--- config.mk ---
export PLATFORM = sky130hd
export DESIGN_NAME = saturn_serial_tx_fifo_flat
export DESIGN_NICKNAME = d
export VERILOG_FILES = /design/src/rtl/saturn_serial_tx_fifo_if.sv /design/src/rtl/saturn_serial_tx_fifo.sv /design/src/flat_wrapper.sv
export SDC_FILE = /design/constraint.sdc
export NUM_CORES = 1
export LEC_CHECK = 0
export ABC_AREA = 1
export BUFFER_PORTS_ARGS = -buffer_cell sky130_fd_sc_hd__buf_2
export CORE_ASPECT_RATIO = 1.2
export CORE_MARGIN = 1.5
export CORE_UTILIZATION = 65
export DETAILED_ROUTE_END_ITERATION = 7
export GPL_TIMING_DRIVEN = 0
export PLACE_DENSITY = 0.83
export SLEW_MARGIN = 10
export SYNTH_ARGS = -nofsm -noshare
export SYNTH_HDL_FRONTEND = slang
export SYNTH_SLANG_ARGS = --single-unit
--- constraint.sdc ---
create_clock -name clk -period 5.4 [get_ports clk]
set_input_delay 1.08 -clock clk [delete_from_list [all_inputs] [get_ports clk]]
set_output_delay 1.08 -clock clk [all_outputs]
set_load 0.01 [all_outputs]
--- src/rtl/saturn_serial_tx_fifo_if.sv ---
`default_nettype none
// +--------------------------------------------------------------------------+
// | saturn_serial_tx_fifo_if - producer handshake and serial line status     |
// | Rev 1.0                                                                  |
// +--------------------------------------------------------------------------+
interface saturn_serial_tx_fifo_if #(
  parameter int DATA_BITS  = 8,
  parameter int FIFO_DEPTH = 16
);
  localparam int FIFO_AW = $clog2(FIFO_DEPTH);

  logic [DATA_BITS-1:0] char_to_send;
  logic                 char_valid;
  logic                 char_ready;
  logic                 serial_tx;
  logic                 serial_busy;
  logic [FIFO_AW:0]     fifo_level;

  modport master (
    output char_to_send, char_valid,
    input  char_ready, serial_tx, serial_busy, fifo_level
  );

  modport slave (
    input  char_to_send, char_valid,
    output char_ready, serial_tx, serial_busy, fifo_level
  );
endinterface
`default_nettype wire

--- src/rtl/saturn_serial_tx_fifo.sv ---
`default_nettype none
// +--------------------------------------------------------------------------+
// | saturn_serial_tx_fifo - FIFO-buffered async serial TX, LSB-first frames  |
// | Rev 1.0                                                                  |
// +--------------------------------------------------------------------------+
module saturn_serial_tx_fifo #(
  parameter int CLKS_PER_BIT = 217,
  parameter int DATA_BITS    = 8,
  parameter int PARITY       = 0,
  parameter int STOP_BITS    = 1,
  parameter int FIFO_DEPTH   = 16
) (
  input  logic                   clk,
  input  logic                   rst_n,
  saturn_serial_tx_fifo_if.slave bus
);
  localparam int FIFO_AW = $clog2(FIFO_DEPTH);
  localparam int BAUD_W  = $clog2(CLKS_PER_BIT);
  localparam int BIT_W   = $clog2(DATA_BITS);

  localparam logic [BAUD_W-1:0]  BAUD_LAST  = BAUD_W'(CLKS_PER_BIT - 1);
  localparam logic [BAUD_W-1:0]  BAUD_ONE   = BAUD_W'(1);
  localparam logic [BIT_W-1:0]   BIT_LAST   = BIT_W'(DATA_BITS - 1);
  localparam logic [BIT_W-1:0]   BIT_ONE    = BIT_W'(1);
  localparam logic               STOP_LAST  = 1'(STOP_BITS - 1);
  localparam logic [FIFO_AW-1:0] PTR_ONE    = FIFO_AW'(1);
  localparam logic [FIFO_AW:0]   LVL_ONE    = (FIFO_AW + 1)'(1);
  localparam logic [FIFO_AW:0]   LEVEL_FULL = (FIFO_AW + 1)'(FIFO_DEPTH);

  typedef enum logic [2:0] {
    S_IDLE   = 3'd0,
    S_START  = 3'd1,
    S_DATA   = 3'd2,
    S_PARITY = 3'd3,
    S_STOP   = 3'd4
  } state_t;

  state_t               state;
  logic [DATA_BITS-1:0] mem [FIFO_DEPTH];
  logic [FIFO_AW-1:0]   wr_ptr;
  logic [FIFO_AW-1:0]   rd_ptr;
  logic [FIFO_AW:0]     level;
  logic [DATA_BITS-1:0] shift;
  logic                 parity_bit;
  logic [BAUD_W-1:0]    baud_cnt;
  logic [BIT_W-1:0]     bit_cnt;
  logic                 stop_cnt;
  logic                 tx;

  logic                 push;
  logic                 pop;
  logic                 cell_end;
  logic                 last_stop;
  logic [DATA_BITS-1:0] head;

  assign head      = mem[rd_ptr];
  assign cell_end  = (baud_cnt == BAUD_LAST);
  assign last_stop = (state == S_STOP) && cell_end && (stop_cnt == STOP_LAST);
  assign push      = bus.char_valid && bus.char_ready;
  // Popping straight out of the last stop cycle keeps frames gap-free.
  assign pop       = (level != '0) && ((state == S_IDLE) || last_stop);

  always_ff @(posedge clk) begin
    if (push) mem[wr_ptr] <= bus.char_to_send;
  end

  always_ff @(posedge clk) begin
    if (!rst_n) begin
      wr_ptr <= '0;
      rd_ptr <= '0;
      level  <= '0;
    end else begin
      if (push) wr_ptr <= wr_ptr + PTR_ONE;
      if (pop)  rd_ptr <= rd_ptr + PTR_ONE;
      if (push && !pop)      level <= level + LVL_ONE;
      else if (!push && pop) level <= level - LVL_ONE;
    end
  end

  always_ff @(posedge clk) begin
    if (!rst_n) begin
      state      <= S_IDLE;
      tx         <= 1'b1;
      shift      <= '0;
      parity_bit <= 1'b0;
      baud_cnt   <= '0;
      bit_cnt    <= '0;
      stop_cnt   <= 1'b0;
    end else if (pop) begin
      state      <= S_START;
      shift      <= head;
      parity_bit <= (PARITY == 2) ? ^head : ~^head;
      baud_cnt   <= '0;
      bit_cnt    <= '0;
      stop_cnt   <= 1'b0;
      tx         <= 1'b0;
    end else begin
      if (state != S_IDLE) baud_cnt <= cell_end ? '0 : baud_cnt + BAUD_ONE;
      case (state)
        S_IDLE: tx <= 1'b1;
        S_START: begin
          if (cell_end) begin
            state <= S_DATA;
            tx    <= shift[0];
          end
        end
        S_DATA: begin
          if (cell_end) begin
            if (bit_cnt == BIT_LAST) begin
              if (PARITY != 0) begin
                state <= S_PARITY;
                tx    <= parity_bit;
              end else begin
                state <= S_STOP;
                tx    <= 1'b1;
              end
            end else begin
              bit_cnt <= bit_cnt + BIT_ONE;
              shift   <= shift >> 1;
              tx      <= shift[1];
            end
          end
        end
        S_PARITY: begin
          if (cell_end) begin
            state <= S_STOP;
            tx    <= 1'b1;
          end
        end
        S_STOP: begin
          if (cell_end) begin
            if (stop_cnt == STOP_LAST) state <= S_IDLE;
            else                       stop_cnt <= 1'b1;
          end
        end
        default: begin
          state <= S_IDLE;
          tx    <= 1'b1;
        end
      endcase
    end
  end

  assign bus.serial_tx   = tx;
  assign bus.char_ready  = (level != LEVEL_FULL);
  assign bus.serial_busy = (state != S_IDLE) || (level != '0);
  assign bus.fifo_level  = level;
endmodule
`default_nettype wire
--- src/flat_wrapper.sv ---
// flat-port wrapper written by rule: the top's interface ports become plain ports
module saturn_serial_tx_fifo_flat 
#(
  parameter int CLKS_PER_BIT = 217,
  parameter int DATA_BITS    = 8,
  parameter int PARITY       = 0,
  parameter int STOP_BITS    = 1,
  parameter int FIFO_DEPTH   = 16
)
  (clk, rst_n, bus_char_to_send, bus_char_valid, bus_char_ready, bus_serial_tx, bus_serial_busy, bus_fifo_level);
  saturn_serial_tx_fifo_if #(.DATA_BITS(DATA_BITS), .FIFO_DEPTH(FIFO_DEPTH)) bus_i ();
  input  logic clk;
  input  logic rst_n;
  input wire logic [$bits(bus_i.char_to_send)-1:0] bus_char_to_send;
  input wire logic [$bits(bus_i.char_valid)-1:0] bus_char_valid;
  output wire logic [$bits(bus_i.char_ready)-1:0] bus_char_ready;
  output wire logic [$bits(bus_i.serial_tx)-1:0] bus_serial_tx;
  output wire logic [$bits(bus_i.serial_busy)-1:0] bus_serial_busy;
  output wire logic [$bits(bus_i.fifo_level)-1:0] bus_fifo_level;
  assign bus_i.char_to_send = bus_char_to_send;
  assign bus_i.char_valid = bus_char_valid;
  assign bus_char_ready = bus_i.char_ready;
  assign bus_serial_tx = bus_i.serial_tx;
  assign bus_serial_busy = bus_i.serial_busy;
  assign bus_fifo_level = bus_i.fifo_level;
  saturn_serial_tx_fifo #(.CLKS_PER_BIT(CLKS_PER_BIT), .DATA_BITS(DATA_BITS), .PARITY(PARITY), .STOP_BITS(STOP_BITS), .FIFO_DEPTH(FIFO_DEPTH)) u_core (.clk(clk), .rst_n(rst_n), .bus(bus_i));
endmodule
# [Yosys cells after proc, flatten, opt, wreduce, memory -nomap -nowiden]
# Memory sizes are Yosys's and may differ from the RTL's. A register that Yosys moved wholly into a read port is not among the register bits.
# Index checks and enable logic that the tools add are counted.
[op_classes] div=0 shifts=0 eq_ne=22 n_addsub=6 n_lt_le_gt_ge=0 n_mul=0 n_bitwise=4 n_reduce_logical=23 n_mux=26
[op_table] cell="8-bit 2-to-1 mux" n=5
[op_table] cell="3-bit 2-to-1 mux" n=6
[op_table] cell="2-bit by 1-bit != test with 1-bit output (second input constant)" n=8
[op_table] cell="3-bit by 1-bit != test with 1-bit output (second input constant)" n=5
[op_table] cell="3-bit one-hot mux with 5 select lines" n=1
[op_table] cell="7-bit AND reduction" n=2
[op_table] cell="5-bit 2-to-1 mux" n=2
[op_table] cell="1-bit 2-to-1 mux" n=9
[op_table] cell="4-bit by 1-bit adder with 4-bit output (second input constant)" n=2
[op_table] cell="8-bit by 1-bit adder with 8-bit output (second input constant)" n=1
[op_table] cell="8-bit equality test (second input constant)" n=1
[op_table] cell="4-bit 2-to-1 mux" n=2
[op_table] cell="3-bit by 2-bit equality test with 1-bit output (second input constant)" n=2
[op_table] cell="3-bit equality test (second input constant)" n=2
[op_table] cell="1-bit logical AND" n=6
[op_table] cell="3-bit AND reduction" n=2
[op_table] cell="2-bit nonzero test" n=3
[op_table] cell="5-bit by 1-bit adder with 5-bit output (second input constant)" n=1
[op_table] cell="5-bit != test (second input constant)" n=1
[op_table] cell="5-bit nonzero test" n=1
[op_table] cell="5-bit by 1-bit subtractor with 5-bit output (second input constant)" n=1
[op_table] cell="1-bit NOT" n=4
[op_table] cell="1-bit one-hot mux with 4 select lines" n=1
[op_table] cell="4-bit AND reduction" n=1
[op_table] cell="10 further kinds" n=12
[totals] output_inout_bits=8 latchBits=0 rom_bits=0 elab_cells=92 mem_bits_rw=128 mem_count=1 ff_bits=37
[mem_list] name="u_core.mem" depth=16 width=8 read_ports=1 rd_ports_with_merged_regs=1 wr=1 line_no="saturn_serial_tx_fifo.sv:39" text="logic [DATA_BITS-1:0] mem [FIFO_DEPTH];"

# [Longest topological paths before layout]
# Gate-level depths: netlist of the first run.
[depth] depth_word=8 depth_mapped=15

# [Worst setup path before layout of the first run]
# Ideal clock, no wire load.
[synth_timing] kind="in2reg" startpoint="input bus_char_valid" endpoint="register u_core.level[4] (netlist: u_core.bus.fifo_level[4])" setup_slack_ns=2.790 path_stages=10 n_path_buf=0 arrival_time_ns=2.490 path_cell_list="nand2_1 > inv_1 > ha_1 > inv_1 > ha_1 > a21oi_1 > o21ai_0 > and2_1 > o21bai_1 > a21oi_1"
[synth_via] elab_chain_len=4 word_cells_on_any_way=6 classes_between="mux (1); reduce/logical (5)"
[synth_rtl] item="from (decl)" line_no="flat_wrapper.sv:15" text="input wire logic [$bits(bus_i.char_valid)-1:0] bus_char_valid;"
[synth_rtl] item="1-bit logical AND *" line_no="saturn_serial_tx_fifo.sv:59" text="assign push = bus.char_valid && bus.char_ready;"
[synth_rtl] item="net u_core.push" line_no="saturn_serial_tx_fifo.sv:50" text="logic push;"
[synth_rtl] item="1-bit zero test" line_no="saturn_serial_tx_fifo.sv:76" text="else if (!push && pop) level <= level - LVL_ONE;"
[synth_rtl] item="1-bit logical AND" line_no="saturn_serial_tx_fifo.sv:76"
[synth_rtl] item="2-bit nonzero test (no line)"
[synth_rtl] item="to (signal assigned)" line_no="saturn_serial_tx_fifo.sv:75" text="if (push && !pop) level <= level + LVL_ONE;"
[synth_rtl] item="to (signal assigned)" line_no="saturn_serial_tx_fifo.sv:76"
[synth_rtl] item="to (decl)" line_no="saturn_serial_tx_fifo.sv:42" text="logic [FIFO_AW:0] level;"
# The timed path passes the listed nets; every way through them passes the cells marked *.
# A chain may end at the register's enable or synchronous reset.

# [Worst setup path in the final report of the first run]
[layout_timing] startpoint="register u_core.baud_cnt[0]" endpoint="register u_core.level[4] (netlist: u_core.bus.fifo_level[4])"
[layout_via] elab_chain_len=8 word_cells_on_any_way=10 classes_between="eq/ne (1); mux (1); reduce/logical (8)"
[layout_rtl] item="from (decl)" line_no="saturn_serial_tx_fifo.sv:45" text="logic [BAUD_W-1:0] baud_cnt;"
[layout_rtl] item="from (signal assigned)" line_no="saturn_serial_tx_fifo.sv:98" text="if (state != S_IDLE) baud_cnt <= cell_end ? '0 : baud_cnt + BAUD_ONE;"
[layout_rtl] item="8-bit equality test *" line_no="saturn_serial_tx_fifo.sv:57" text="assign cell_end = (baud_cnt == BAUD_LAST);"
[layout_rtl] item="1-bit logical AND * (2 in a row)" line_no="saturn_serial_tx_fifo.sv:58" text="assign last_stop = (state == S_STOP) && cell_end && (stop_cnt == STOP_LAST);"
[layout_rtl] item="1-bit logical OR *" line_no="saturn_serial_tx_fifo.sv:61" text="assign pop = (level != '0) && ((state == S_IDLE) || last_stop);"
[layout_rtl] item="1-bit logical AND *" line_no="saturn_serial_tx_fifo.sv:61"
[layout_rtl] item="1-bit zero test" line_no="saturn_serial_tx_fifo.sv:75"
[layout_rtl] item="1-bit logical AND" line_no="saturn_serial_tx_fifo.sv:75"
[layout_rtl] item="5-bit 2-to-1 mux or 2-bit nonzero test (tied branches)"
# Mark *: on every way between the ends. The rest lies on a longest branch, timed or not.

==> metrics, run 1 <==
num rows=42; # H-tree levels=4; worst path arrival time=3090 ps; worst min path class=flop to flop; r2r worst-path depth=15; Critical Setup Path Class=flop to flop; Cells on Worst Hold Path=2; clock group share of total power=31.1%; CTS Hold Bufs=0; register share of total power=38.7%; Syn Inst Count=795; Clk Latency, worst-skew pair=420 ps; die area=12220 µm²; PD cells=474.0 nW/µm²; pre-CTS setup slack=2337 ps; CP Launch Type=flop; initial antenna violation count=0; post_cts resized=0; multi-input logic area=2361 µm²; ratio of cells with drive above 1 in the final layout=9.479%; Gate power share=30.2%; Clock Skews=8.244 ps; number of global-route vias before repair=5404; RSZ-0062 raised after global routing=no; Seq/Total Area, Yosys=61.78%; Max Cap Viol=0; Pleak=3.608 nW; post-layout util=75.44%; Final nets=857; largest net degree at the start of global routing=18; count of filler cells inserted in the layout=757; First DRT Iteration DRCs=699; Detail Route Antenna Nets=0; clock sinks=168; Final Hold Fails=0; CTS tree=yes; most frequent cells in the layout=nand2_1 (267), edfxtp_1 (128), nand3_1 (103), inv_1 (97), nor2_1 (42); Root Buffer=clkbuf_16; Storage cell area=4644 µm²; final worst setup slack=2613 ps; buffer levels on the longest clock path=2; relative slew slack=32.63%; area grow syn2layout=11.80%; Synth Register Bits=168; commonest non-fill, non-tap cell in the layout=nand2_1; CP Cell Sequence=inv_1, ha_1, nand2_1, nor2_4, nand2_4, nand2_2, nand3_4, ha_1, inv_1, ha_1, a21oi_1, o21ai_0, and2_1, o21bai_1, a21oi_1; fin crit period=2787 ps; worst-margin pin slew=1007 ps; Die H=120.8 µm; drt pass-1 iters=6; GRT overflow=0; crit end category=flop; Max Clk Rate=358.9 MHz; initial core utilization=67.48%; mapped cell area=7517 µm²; distinct cell type count after synthesis=31; CP max-delay cell=dfxtp_1; Switching Share=35.75%; internal power=0.002559 W; Yosys Warn Count=0; CTS Buf Count=17; status=finished clean; worst-path fanout max=9; core region area=11140 µm²; Die W=101.2 µm; syn nets=821; most frequent cell on the critical path=ha_1; primary flip-flop cell chosen by synthesis mapping=edfxtp_1; fin. max-slew vios=0; Fin Setup TNS=0 ps; asr flop ratio synth=0%; cell family contributing the most delay on the critical path=simple AND/OR/NAND/NOR gates; Worst-path clk slew=70 ps; PnR Total Power=0.003983 W; CP bufs+invs=2; Worst path depth=15; CP peak stage delay=330 ps; vias per cell=5.616; Routed wire per std cell=17.14 µm; Critical Path RT=5710 ps; first-pass GRT wire length=27010 µm; routability cong.=0.9172; DPL Wire Length=11660 µm; DRC viols=0; setup bufs post-CTS=0; VDD IR max=278.0 µV; Total GRT Usage=29.97%; Avg Inst Size Synth=9.456 µm²; via count=5605; Final period util=51.60%; EDFF count, synth=128; Switch Pwr=0.001424 W; Setup violations, final=0; IO Count=19; buffers added on ports=17; Routed WL=17100 µm; Hold Slack=471.1 ps; n_diodes=0
==> final cells by class <==
class                      count  area share (%)
buffer                        28           1.578
clock buffer                  17           5.062
clock inverter                15           2.188
inverter                     101           4.511
multi-input combinational    498           28.09
sequential                   168           55.26
tap                          154           2.293
timing repair buffer          17           1.012
==> synth_stat cells (2+ instances only) <==
cell | instances | area, µm²
nor2_1 | 42 | 157.7
o21ai_0 | 10 | 50.05
buf_2 | 10 | 50.05
nand4_1 | 12 | 75.07
nor2_4 | 2 | 22.52
edfxtp_1 | 128 | 3844
a21oi_1 | 18 | 90.09
nand2_1 | 267 | 1002
dfxtp_1 | 40 | 800.8
nand2_2 | 7 | 43.79
xnor2_1 | 3 | 26.28
inv_2 | 3 | 11.26
buf_6 | 2 | 22.52
clkbuf_1 | 15 | 56.30
xor2_1 | 8 | 70.07
ha_1 | 14 | 175.2
nand2_4 | 2 | 22.52
nand3_1 | 103 | 515.5
inv_1 | 97 | 364.1
==> registers in the layout (all words and copies together) (netlist names), named ones only <==
register	count
u_core.shift	8
u_core.mem	128
u_core.rd_ptr	4
u_core.state	3
u_core.bus.fifo_level	5
u_core.bit_cnt	3
u_core.bus.serial_tx	1
u_core.wr_ptr	4
u_core.baud_cnt	8
==> tightest hold or removal path: stages (launching register included) <==
cell and delay (ps):
dfxtp_1 320, nand2_1 60, a21oi_1 50
==> final timing paths <==
kind / slack (ps) / to / startpoint
max: 2610 / u_core.bus.fifo_level[4] / u_core.baud_cnt[0]
min: 470 / u_core.bit_cnt[1] / u_core.bit_cnt[1]
max reg2reg: 2610 / u_core.bus.fifo_level[4] / u_core.baud_cnt[0]
min reg2reg: 470 / u_core.bit_cnt[1] / u_core.bit_cnt[1]
==> power by group through the flow <==
stage / clock, W / sequential, W / combinational, W
final: 0.00124 / 0.00154 / 0.00120
after global routing: 0.00129 / 0.00155 / 0.00133
after CTS: 0.00124 / 0.00154 / 0.00118
after detailed placement: 0 / 0.00157 / 0.00117
after global placement: 0 / 0.00156 / 0.00112
after floorplan: 0 / 0.00156 / 0.000826
==> cell families (layout without fill, tap and decap cells) <==
logic type | count (synthesis) | count (layout) | synth area share (%)
simple gates | 440 | 440 | 25.27
flops | 168 | 168 | 61.78
buf+inv | 129 | 178 | 6.807
compound gates | 32 | 32 | 2.264
fa+ha+maj | 15 | 15 | 2.597
xor+xnor | 11 | 11 | 1.282
==> per-stage QoR <==
step                      cells  cell area, µm²
after CTS                   998            8404
final                       998            8404
after global placement      966            7795
after floorplan             795            7517
after global routing        998            8404
after detailed placement    966            7795
==> layer usage <==
metal	wire (µm)	up-vias	GRT usage (%)
met1	6360	2598	37.20
met3	1370	49	5.434
met5	0	-	0
met4	602	0	12.59
li1	-	2658	-
met2	8770	300	51.43
Power figures use the tool's default switching activity.
==> inputs of run 2 (changes only) <==
- CORE_UTILIZATION: 65 -> 62
- PLACE_DENSITY: 0.83 -> 0.8
- clock period: 5.4 -> 2.8 ns (I/O delays scaled with it)
==> metrics, run 2 (synthesis results as in run 1) <==
buffer levels on the longest clock path=2 (unchanged); Setup violations, final=0 (unchanged); Critical Path RT=3120 ps (-2590 ps); CTS tree=yes; post-layout util=72.09% (-3.3 points); CP Cell Sequence=inv_1, ha_1, nand2_1, nor2_4, nand2_4, nand2_2, nand3_4, ha_2, inv_1, ha_1, a21oi_1, o21ai_1, and2_1, o21bai_1, a21oi_1; fin. max-slew vios=0 (unchanged); CP peak stage delay=320 ps (about the same); # H-tree levels=4 (unchanged); Critical Setup Path Class=flop to flop; status=finished clean; crit end category=flop; CP Launch Type=flop; worst-margin pin slew=877.2 ps (-129.6 ps); area grow syn2layout=11.97%; largest net degree at the start of global routing=19 (+1); core region area=11670 µm² (+4.8%); number of global-route vias before repair=5309 (-1.8%); initial core utilization=64.39% (-3.1 points); worst path arrival time=2890 ps (-200 ps); Die W=103.5 µm (+2.3%); Final period util=91.97% (+40 points); vias per cell=5.482 (-2.4%); Die H=123.6 µm (+2.3%); initial antenna violation count=0 (unchanged); relative slew slack=41.30% (+8.7 points); IO Count=19 (unchanged); CTS Buf Count=17 (unchanged); CTS Hold Bufs=0 (unchanged); most frequent cells in the layout=nand2_1 (267), edfxtp_1 (128), nand3_1 (103), inv_1 (97), nor2_1 (42); RSZ-0062 raised after global routing=no; clock sinks=168 (unchanged); Clock Skews=11.59 ps (+3.349 ps); num rows=43 (+2.4%); die area=12800 µm² (+4.7%); worst-path fanout max=9 (unchanged); Clk Latency, worst-skew pair=430 ps (about the same); Max Cap Viol=0 (unchanged); Total GRT Usage=26.90% (-3.1 points); via count=5498 (-1.9%); drt pass-1 iters=5 (-1); PD cells=904.8 nW/µm² (+91%); fin crit period=2575 ps (-211.4 ps); buffers added on ports=17 (unchanged); count of filler cells inserted in the layout=840 (+11%); Biggest register=u_core.mem; max FFs per register=128 (unchanged); routability cong.=0.9354 (+2.0%); Detail Route Antenna Nets=0 (unchanged); leading registers by flop count=u_core.mem: 128 flops, u_core.baud_cnt: 8 flops, u_core.shift: 8 flops; n_diodes=0 (unchanged); Final Hold Fails=0 (unchanged); Pleak=3.619 nW (+0.30%); commonest non-fill, non-tap cell in the layout=nand2_1; Root Buffer=clkbuf_16; CP max-delay cell=dfxtp_1; Routed WL=16430 µm (-3.9%); worst min path class=flop to flop; VDD IR max=709.4 µV (+160%); Final nets=859 (+0.23%); Worst-path clk slew=70 ps (about the same); First DRT Iteration DRCs=633 (-9.4%); Fin Setup TNS=0 ps (unchanged); GRT overflow=0 (unchanged); Max Clk Rate=388.3 MHz (+8.2%); Routed wire per std cell=16.38 µm (-4.4%); DRC viols=0 (unchanged); DPL Wire Length=11480 µm (-1.6%); PnR Total Power=0.007615 W (+91%); Hold Slack=474.7 ps (+3.601 ps); ratio of cells with drive above 1 in the final layout=9.811% (+0.33 points); first-pass GRT wire length=26010 µm (-3.7%)
run 2: cell types whose count changed in the layout (fill, tap and decap cells not counted):
cell,before,now
ha_2,0,1
ha_1,14,13
buf_4,0,2
clkinv_4,0,2
inv_6,4,2
clkinvlp_4,3,2
inv_8,4,7
o21ai_1,0,1
o21ai_0,10,9
clkinvlp_2,1,0
bufinv_16,2,1
run 2: area by class of cell:
| cell class | count | area (µm²) | area share, % |
|---|---|---|---|
| sequential | 168 | 4644 | 55.18 |
| multi-input combinational | 498 | 2364 | 28.08 |
| clock buffer | 17 | 425.4 | 5.054 |
| inverter | 101 | 379.1 | 4.504 |
| tap | 157 | 196.4 | 2.334 |
| clock inverter | 15 | 175.2 | 2.081 |
| buffer | 28 | 132.6 | 1.576 |
| timing repair buffer | 19 | 100.1 | 1.189 |
run 2: worst paths after layout:
| kind | from | endpoint | slack, ps | cells past startpoint |
|---|---|---|---|---|
| setup / recovery | u_core.baud_cnt[0] | u_core.bus.fifo_level[4] | 220 | 15 |
| hold / removal | u_core.bit_cnt[1] | u_core.bit_cnt[1] | 470 | 2 |
| setup reg to reg | u_core.baud_cnt[0] | u_core.bus.fifo_level[4] | 220 | 15 |
| hold reg to reg | u_core.bit_cnt[1] | u_core.bit_cnt[1] | 470 | 2 |
run 2: where the power goes:
group	internal (W)	total [W]	switching, W
Combinational	0.000734	0.00230	0.00156
Clock	0.00128	0.00235	0.00106
Sequential	0.00286	0.00297	0.000117
Total	0.00487	0.00762	0.00274
run 2: per-layer routing:
layer | global-route usage [%] | vias to the layer above | routed length [µm]
li1 | - | 2660 | -
met1 | 32.22 | 2582 | 6483
met2 | 47.83 | 226 | 8356
met3 | 5.128 | 30 | 1171
met4 | 12.33 | 0 | 421
met5 | 0 | - | 0
run 2: repair_timing:
item | in CTS | in global routing
buffers inserted | 0 | 2
resized for setup | 0 | 2
endpoints found under the hold margin | 0 | 0
setup endpoints to repair | 0 | 2
run 2: worst max-delay path: cells and delay by family (launching register included):
family / cells / cell delay (ps)
simple gates: 6 / 770
fa+ha+maj: 3 / 700
compound gates: 4 / 460
flops: 1 / 320
buf+inv: 2 / 210
run 2: stage by stage:
stage | setup WS (ps) | instance area (µm²) | std cells
global placement | 194.9 | 7799 | 969
detailed placement | 85.05 | 7799 | 969
global route | 5.161 | 8417 | 1003
CTS | 84.15 | 8399 | 1001
floorplan | 431.2 | 7517 | 795
finish | 224.8 | 8417 | 1003
==> inputs of run 3 (changes only) <==
- RECOVER_POWER: default -> 100
==> metrics, run 3 (synthesis results as in run 1) <==
status=finished clean; RSZ-0062 raised after global routing=no; worst min path class=flop to flop; die area=12800 µm² (unchanged); Critical Setup Path Class=flop to flop; largest net degree at the start of global routing=19 (unchanged); PD cells=904.9 nW/µm² (about the same); internal power=0.004833 W (-0.79%); clock sinks=168 (unchanged); Critical Path RT=3120 ps (about the same); area grow syn2layout=11.14%; first-pass GRT wire length=26010 µm (unchanged); Clock Skews=12.42 ps (+0.8298 ps); # H-tree levels=4 (unchanged); fin crit period=2545 ps (-30.49 ps); worst-path fanout max=9 (unchanged); placed cells=969 (unchanged); num rows=43 (unchanged); Switching Share=36.08% (+0.042 points); Fin Setup TNS=0 ps (unchanged); Pleak=3.562 nW (-1.6%); relative slew slack=42.11% (+0.81 points); VDD IR max=711.1 µV (+0.25%); Detail Route Antenna Nets=0 (unchanged); DRC viols=0 (unchanged); buffer levels on the longest clock path=2 (unchanged); CTS Buf Count=17 (unchanged); Routed wire per std cell=16.43 µm (+0.26%); Gate power share=29.6% (-0.6 points); Final period util=90.88% (-1.1 points); First DRT Iteration DRCs=561 (-11%); Non-Filler Instances=1003 (unchanged); GRT overflow=0 (unchanged); commonest non-fill, non-tap cell in the layout=nand2_1; drt pass-1 iters=6 (+1); IO Count=19 (unchanged); leading registers by flop count=u_core.mem: 128 flops, u_core.baud_cnt: 8 flops, u_core.shift: 8 flops; CTS Hold Bufs=0 (unchanged); buffers added on ports=17 (unchanged); Die W=103.5 µm (unchanged); register share of total power=39.4% (+0.4 points); worst-margin pin slew=865.1 ps (-12.10 ps); Routed WL=16480 µm (+0.26%); crit end category=flop; Root Buffer=clkbuf_16; n_diodes=0 (unchanged); via count=5472 (-0.47%); vias per cell=5.456 (-0.47%); ratio of cells with drive above 1 in the final layout=6.974% (-2.8 points); DPL Wire Length=11480 µm (unchanged); most frequent cells in the layout=nand2_1 (269), edfxtp_1 (128), nand3_1 (104), inv_1 (98), nor2_1 (44); worst path arrival time=2860 ps (-30 ps); Total GRT Usage=26.90% (unchanged); Switch Pwr=0.002727 W (-0.61%); routability cong.=0.9354 (unchanged); CP Launch Type=flop; initial antenna violation count=0 (unchanged); Final nets=859 (unchanged); count of filler cells inserted in the layout=852 (+1.4%); Max Cap Viol=0 (unchanged); core region area=11670 µm² (unchanged); clock group share of total power=31.0% (+0.2 points); number of global-route vias before repair=5309 (unchanged); Biggest register=u_core.mem; Clk Latency, worst-skew pair=430 ps (about the same); Setup violations, final=0 (unchanged); fin. max-slew vios=0 (unchanged); initial core utilization=64.39% (unchanged); CTS tree=yes; max FFs per register=128 (unchanged); Final Hold Fails=0 (unchanged); Die H=123.6 µm (unchanged); Worst-path clk slew=70 ps (about the same); Max Clk Rate=393.0 MHz (+1.2%)
run 3: cell types whose count changed in the layout (fill, tap and decap cells not counted), moves of 2 or more:
cell and change:
nand2_1 +2, buf_6 -2, buf_2 -15, nor2_1 +2
clkbuf_1 +17
run 3: worst max-delay path, cell delays in order (launching register included):
cell and delay, ps:
dfxtp_1 320, inv_1 90, ha_1 160, nand2_1 90, nor2_4 190, nand2_4 110, nand2_2 90, nand3_4 120
ha_2 260, inv_1 120, ha_1 280, a21oi_1 150, o21ai_1 110, and2_1 150, o21bai_1 120, a21oi_1 70
run 3: path summary, 6_finish.rpt:
check	from	end	slack, ps	depth (start not counted)
min reg2reg	u_core.shift[7]	u_core.shift[7]	480	2
max reg2reg	u_core.baud_cnt[0]	u_core.bus.fifo_level[4]	260	15
max	u_core.baud_cnt[0]	u_core.bus.fifo_level[4]	260	15
min	u_core.shift[7]	u_core.shift[7]	480	2
run 3: what timing repair did:
action / CTS / global route
setup buffers: 0 / 2
endpoints found under the setup margin: 0 / 2
resized for setup: 0 / 2
run 3: layout make-up:
cell class / count / area (µm²) / share of cell area, %
plain buffers: 28 / 117.6 / 1.408
clock buffers: 17 / 425.4 / 5.092
clock inverters: 15 / 175.2 / 2.097
inverters: 101 / 379.1 / 4.538
multi-input cells: 498 / 2335 / 27.95
flip-flops and latches: 168 / 4644 / 55.59
well taps: 157 / 196.4 / 2.351
repair buffers: 19 / 81.33 / 0.9735
run 3: through the flow:
stage | worst slack, ps | cell area (µm²) | hold slack [ps] | total power, W | utilization, %
final | 255.3 | 8354 | 479.3 | 0.007560 | 71.56
after global routing | 32.04 | 8354 | 485.2 | 0.007941 | 71.56
after CTS | 84.15 | 8399 | 474.6 | 0.007570 | 71.94
after detailed placement | 85.05 | 7799 | 465.1 | 0.005251 | 66.80
after global placement | 194.9 | 7799 | 451.5 | 0.005154 | 66.80
after floorplan | 431.2 | 7517 | 441.9 | 0.004605 | -
run 3: power by group through the flow:
stage               combinational (W)  clock, W  sequential [W]
CTS                           0.00226   0.00235         0.00297
detailed placement            0.00223         0         0.00302
finish                        0.00224   0.00235         0.00297
floorplan                     0.00159         0         0.00301
global placement              0.00214         0         0.00301
global route                  0.00251   0.00244         0.00299
run 3: per-layer routing:
metal	track usage, %	part of all wire (%)	up-vias
met5	0	0	-
met4	12.33	2.8	0
met3	5.128	7.3	39
met2	47.83	50	228
met1	32.22	39	2542
li1	-	-	2663
